<file path="src/rtl/decoder_sequencer.sv">
// Command sequencer feeding the one-hot decoder: buffers {select, data, dwell}
// commands and replays each on registered outputs for dwell+1 cycles.
module decoder_sequencer #(
    parameter int WIDTH   = 3,
    parameter int DEPTH   = 4,
    parameter int DWELL_W = 8
) (
    input  logic                       clock,
    input  logic                       reset_n,
    input  logic                       cmd_valid,
    output logic                       cmd_ready,
    input  logic [WIDTH-1:0]           cmd_select,
    input  logic [WIDTH-1:0]           cmd_data,
    input  logic [DWELL_W-1:0]         cmd_dwell,
    output logic [WIDTH-1:0]           select,
    output logic [WIDTH-1:0]           data,
    output logic                       active,
    output logic                       done,
    output logic [$clog2(DEPTH):0]     level
);

    localparam int AW = $clog2(DEPTH);
    localparam int LW = AW + 1;
    localparam logic [LW-1:0] FULL = LW'(DEPTH);

    typedef enum logic {
        IDLE = 1'b0,
        HOLD = 1'b1
    } state_t;

    typedef struct packed {
        logic [WIDTH-1:0]   sel;
        logic [WIDTH-1:0]   dat;
        logic [DWELL_W-1:0] dwell;
    } cmd_t;

    cmd_t               mem [DEPTH];
    cmd_t               head;
    logic [AW-1:0]      wr_ptr;
    logic [AW-1:0]      rd_ptr;
    logic               push;
    logic               pop;

    state_t             state;
    state_t             state_nxt;
    logic [DWELL_W-1:0] cnt;
    logic [DWELL_W-1:0] cnt_nxt;
    logic [WIDTH-1:0]   select_nxt;
    logic [WIDTH-1:0]   data_nxt;
    logic               active_nxt;

    // Ready depends only on the registered level, so a pop never opens it early.
    assign cmd_ready = (level != FULL);
    assign push      = cmd_valid && cmd_ready;
    assign head      = mem[rd_ptr];

    // Command storage; contents need no reset because level gates every read.
    always_ff @(posedge clock) begin
        if (push) begin
            mem[wr_ptr] <= '{sel: cmd_select, dat: cmd_data, dwell: cmd_dwell};
        end
    end

    // FIFO pointers and occupancy; a push and pop together leave level alone.
    always_ff @(posedge clock or negedge reset_n) begin
        if (!reset_n) begin
            wr_ptr <= '0;
            rd_ptr <= '0;
            level  <= '0;
        end else begin
            if (push) begin
                wr_ptr <= wr_ptr + AW'(1);
            end
            if (pop) begin
                rd_ptr <= rd_ptr + AW'(1);
            end
            case ({push, pop})
                2'b10:   level <= level + LW'(1);
                2'b01:   level <= level - LW'(1);
                default: level <= level;
            endcase
        end
    end

    // State register.
    always_ff @(posedge clock or negedge reset_n) begin
        if (!reset_n) begin
            state <= IDLE;
        end else begin
            state <= state_nxt;
        end
    end

    // Next state and pop decision; the next command loads straight from HOLD.
    always_comb begin
        state_nxt = state;
        pop       = 1'b0;
        unique case (state)
            IDLE: begin
                if (level != '0) begin
                    pop       = 1'b1;
                    state_nxt = HOLD;
                end
            end
            HOLD: begin
                if (cnt == '0) begin
                    if (level != '0) begin
                        pop = 1'b1;
                    end else begin
                        state_nxt = IDLE;
                    end
                end
            end
        endcase
    end

    // Output decode: done marks the last presented cycle, the rest are next values.
    always_comb begin
        done       = (state == HOLD) && (cnt == '0);
        select_nxt = select;
        data_nxt   = data;
        cnt_nxt    = cnt;
        active_nxt = (state_nxt == HOLD);
        if (pop) begin
            select_nxt = head.sel;
            data_nxt   = head.dat;
            cnt_nxt    = head.dwell;
        end else if (state == HOLD && cnt != '0) begin
            cnt_nxt = cnt - DWELL_W'(1);
        end else if (state == HOLD) begin
            select_nxt = '0;
            data_nxt   = '0;
        end
    end

    // Registered decoder-facing outputs and dwell counter.
    always_ff @(posedge clock or negedge reset_n) begin
        if (!reset_n) begin
            select <= '0;
            data   <= '0;
            cnt    <= '0;
            active <= 1'b0;
        end else begin
            select <= select_nxt;
            data   <= data_nxt;
            cnt    <= cnt_nxt;
            active <= active_nxt;
        end
    end

endmodule

</file>
<file path="config.mk">
export PLATFORM = sky130hd
export DESIGN_NAME = decoder_sequencer
export DESIGN_NICKNAME = d
export VERILOG_FILES = /design/src/rtl/decoder_sequencer.sv
export SDC_FILE = /design/constraint.sdc
export NUM_CORES = 1
export LEC_CHECK = 0
export BUFFER_PORTS_ARGS = -buffer_cell sky130_fd_sc_hd__buf_2
export CELL_PAD_IN_SITES_DETAIL_PLACEMENT = 1
export CELL_PAD_IN_SITES_GLOBAL_PLACEMENT = 2
export CORE_UTILIZATION = 40
export CTS_CLUSTER_SIZE = 14
export DETAILED_ROUTE_END_ITERATION = 8
export PLACE_DENSITY_LB_ADDON = 0.2
export SLEW_MARGIN = 30
export SYNTH_ARGS = -nofsm -noshare
export SYNTH_HDL_FRONTEND = slang
export SYNTH_SLANG_ARGS = --single-unit
export TNS_END_PERCENT = 50
</file>
<file path="constraint.sdc">
create_clock -name clock -period 3 [get_ports clock]
set_clock_uncertainty 0.1 [all_clocks]
set_input_delay 0.6 -clock clock [delete_from_list [all_inputs] [get_ports clock]]
set_output_delay 0.6 -clock clock [all_outputs]
set_load 0.02 [all_outputs]
</file>
==> impl_metrics.tcl <==
set metrics [dict create \
    critPathLaunchType "flop" \
    setup_tns_ns 0 \
    rsz0062_at_grt "no" \
    reg2reg_to "level[1]" \
    final_nets 239 \
    powerDensity_mw_per_mm2 956 \
    max_freq_mhz 360 \
    place_ws_ns 0.261 \
    setup_ws_ns 0.218 \
    die_h_um 91.5 \
    antenna_left 0 \
    area_delta_synth_final_pct 13.9 \
    wl_per_cell_um 20.1 \
    dpl_cell_area_sq_mm 0.00345 \
    worstPathMaxFanout 8 \
    outcome "finished clean" \
    place_hpwl_um 4320 \
    max_stage_delay_ns 0.41 \
    start_util 0.415 \
    period_minus_slack_ns 2.78 \
    synth_top_area_share 0.525 \
    drc 0 \
    syn-cell-area_sq_mm 0.00321 \
    yosys_warnings 0 \
    firstDrtPassIters 4 \
    dieArea_sq_mm 0.00838 \
    die_width_um 91.5 \
    placementRows 32 \
    critPathKind "reg -> reg" \
    drt-initial-drc-count 79 \
    synth_cell_types 38 \
    cts.sinks 78 \
    finalWirelength_um 6450 \
    synthTopCellsByArea "edfxtp_1, dfrtp_1, mux4_2" \
    cts_root_buf "clkbuf_8" \
    yosysTopAreaCell "edfxtp_1" \
    reg2reg_from "cnt[0]" \
    final_core_util 0.473 \
    power_mw 3.49 \
    setup_violations 0 \
    report.final.slew_viol_count 0 \
    crit_path_end_kind "flop" \
    gr-total-overflow 0 \
    cts_tree "yes" \
    ctsHtreeMaxLevel 3 \
    grt_use_total 0.172 \
    antenna_found_initial 0 \
    grt_max_degree 23 \
    drive_gt1_frac 0.311 \
    synth.avg_cell_area_sq_um 18.0 \
    pin_count 29 \
    yosys.area_share.simple 0.0683 \
    r2r_cells 9 \
    critPathSlowestCell "fa_1" \
    holdCritPathClass "in -> async" \
    timing.final.crit_share 0.927 \
    arrival_ns 2.92 \
    dr_total_vias 1687 \
    irDropWorstVdd_mv 0.396 \
    worst_pin_slew_ns 0.813 \
    syn_nets 203 \
    postCtsHoldBufs 0 \
    grt_pass1_vias 1920 \
    n_antenna_cell 0 \
    portBuffers 28 \
    cts_resized 0 \
    clkTransAtPathRegs_ns 0.09 \
    synth_cells 178 \
    maxCapViolCount 0 \
    slew_headroom 0.458 \
    path_delay_family "adder cells" \
    postCtsSetupRepairBufs 0 \
    synthFlopType "edfxtp_1" \
    hold_viol 0 \
    synthMuxAreaShare 0.109 \
    synth_top_family_by_area "multiplexers" \
    clk_latency_ns 0.35 \
    synth_xor_xnor_area_share 0.0164 \
    required_ns 3.14 \
    path_buf_inv 2 \
    async_flop_share 0.282 \
    cts_made_buffers 9 \
    yosysSeqAreaShare 0.696 \
    design_area_sq_mm 0.00365 \
    synth-compound-area-share 0.0601 \
    clk_path_buf_depth 2 \
    path_cells "inv_1, ha_1, nor3b_2, a21bo_4, nand2_4, inv_2, ha_1, fa_1, mux2_2" \
    synth_fa_ha_area_frac 0.0336 \
    grt_pass1_wl_um 10400 \
    via_per_inst 5.26 \
    power.leakage_nw 1.34 \
    cp_common_cell "ha_1" \
    synth_edf_count 56 \
    r2r_slack_ns 0.22 \
    fp.coreArea_sq_mm 0.00773 \
    ys_seq_elements 78 \
    gp_congestion 0.820 \
]
## where the power goes
part / switching (mW) / internal, mW
Combinational: 0.522 / 0.455
Clock: 0.404 / 0.390
Sequential: 0.250 / 1.47
Total: 1.18 / 2.32
## cells in the mapped netlist, types with 2 or more instances
cell type and instances:
a31oi_1 2, mux2_2 2, mux4_2 14, nor2_1 6, o31ai_1 2, a221oi_1 2
edfxtp_1 56, ha_1 7, nor3_1 4, inv_1 6, xnor2_1 5, dfrtp_1 22
a22o_1 6, a21oi_1 6, nand3_1 4, and3_1 6, nand2_1 5, buf_2 3
## worst max-delay path by stage
stage | start | endpoint | slack (ns) | cells after the start
2_1_floorplan | cnt[0] | level[1] | 0.60 | 9
3_3_place_gp | cnt[0] | level[1] | 0.41 | 9
3_5_place_dp | cnt[0] | level[1] | 0.26 | 9
4_1_cts | cnt[0] | level[1] | 0.24 | 9
5_1_grt | cnt[0] | level[1] | 0.05 | 9
6_report | cnt[0] | level[1] | 0.22 | 9
## kinds of logic (layout without fill, tap and decap cells)
kind of cell	count (synthesis)	after routing
flops	78	78
mux	17	17
buf+inv	11	52
fa+ha+maj	8	8
xor+xnor	6	6
compound gates	24	24
simple gates	34	34
## flip-flops by register name, summed over array words and instances (netlist names)
register / cells
mem: 56
cnt: 8
data: 3
level: 3
select: 3
rd_ptr: 2
wr_ptr: 2
active: 1
## layout make-up
type / count / area [sq um]
sequential: 78 / 2230
multi-input combinational: 89 / 921
clock inverter: 6 / 70.1
timing repair buffer: 29 / 148
tap: 102 / 128
inverter: 7 / 26.3
clock buffer: 10 / 128
fill: 768 / 4080
## layer usage
| metal | vias up | track usage | routed length, um |
|---|---|---|---|
| met4 | 0 | 0.0767 | 125 |
| met2 | 35 | 0.282 | 3210 |
| met5 | - | 0 | 0 |
| li1 | 779 | - | - |
| met1 | 863 | 0.214 | 2920 |
| met3 | 10 | 0.0436 | 192 |
## through the flow
| stage | hold slack, ns | cells |
|---|---|---|
| final | 0.116 | 321 |
| after global routing | 0.148 | 321 |
| after CTS | 0.124 | 321 |
| after detailed placement | 0.408 | 305 |
| after global placement | 0.402 | 305 |
| after floorplan | 0.204 | 178 |
## cell usage in the layout, fill, tap and decap left out, types with 2 or more instances in the layout
cell / n
a21oi_1: 6
nand3_1: 4
a22o_1: 6
inv_1: 6
nand2_1: 5
clkinvlp_4: 3
a31oi_1: 2
mux2_2: 2
and3_1: 6
xnor2_1: 5
mux4_2: 14
o31ai_1: 2
inv_6: 2
nor2_1: 6
ha_1: 7
a221oi_1: 2
edfxtp_1: 56
buf_2: 28
nor3_1: 4
clkbuf_8: 9
dfrtp_1: 22
Power figures use the tool's default switching activity.
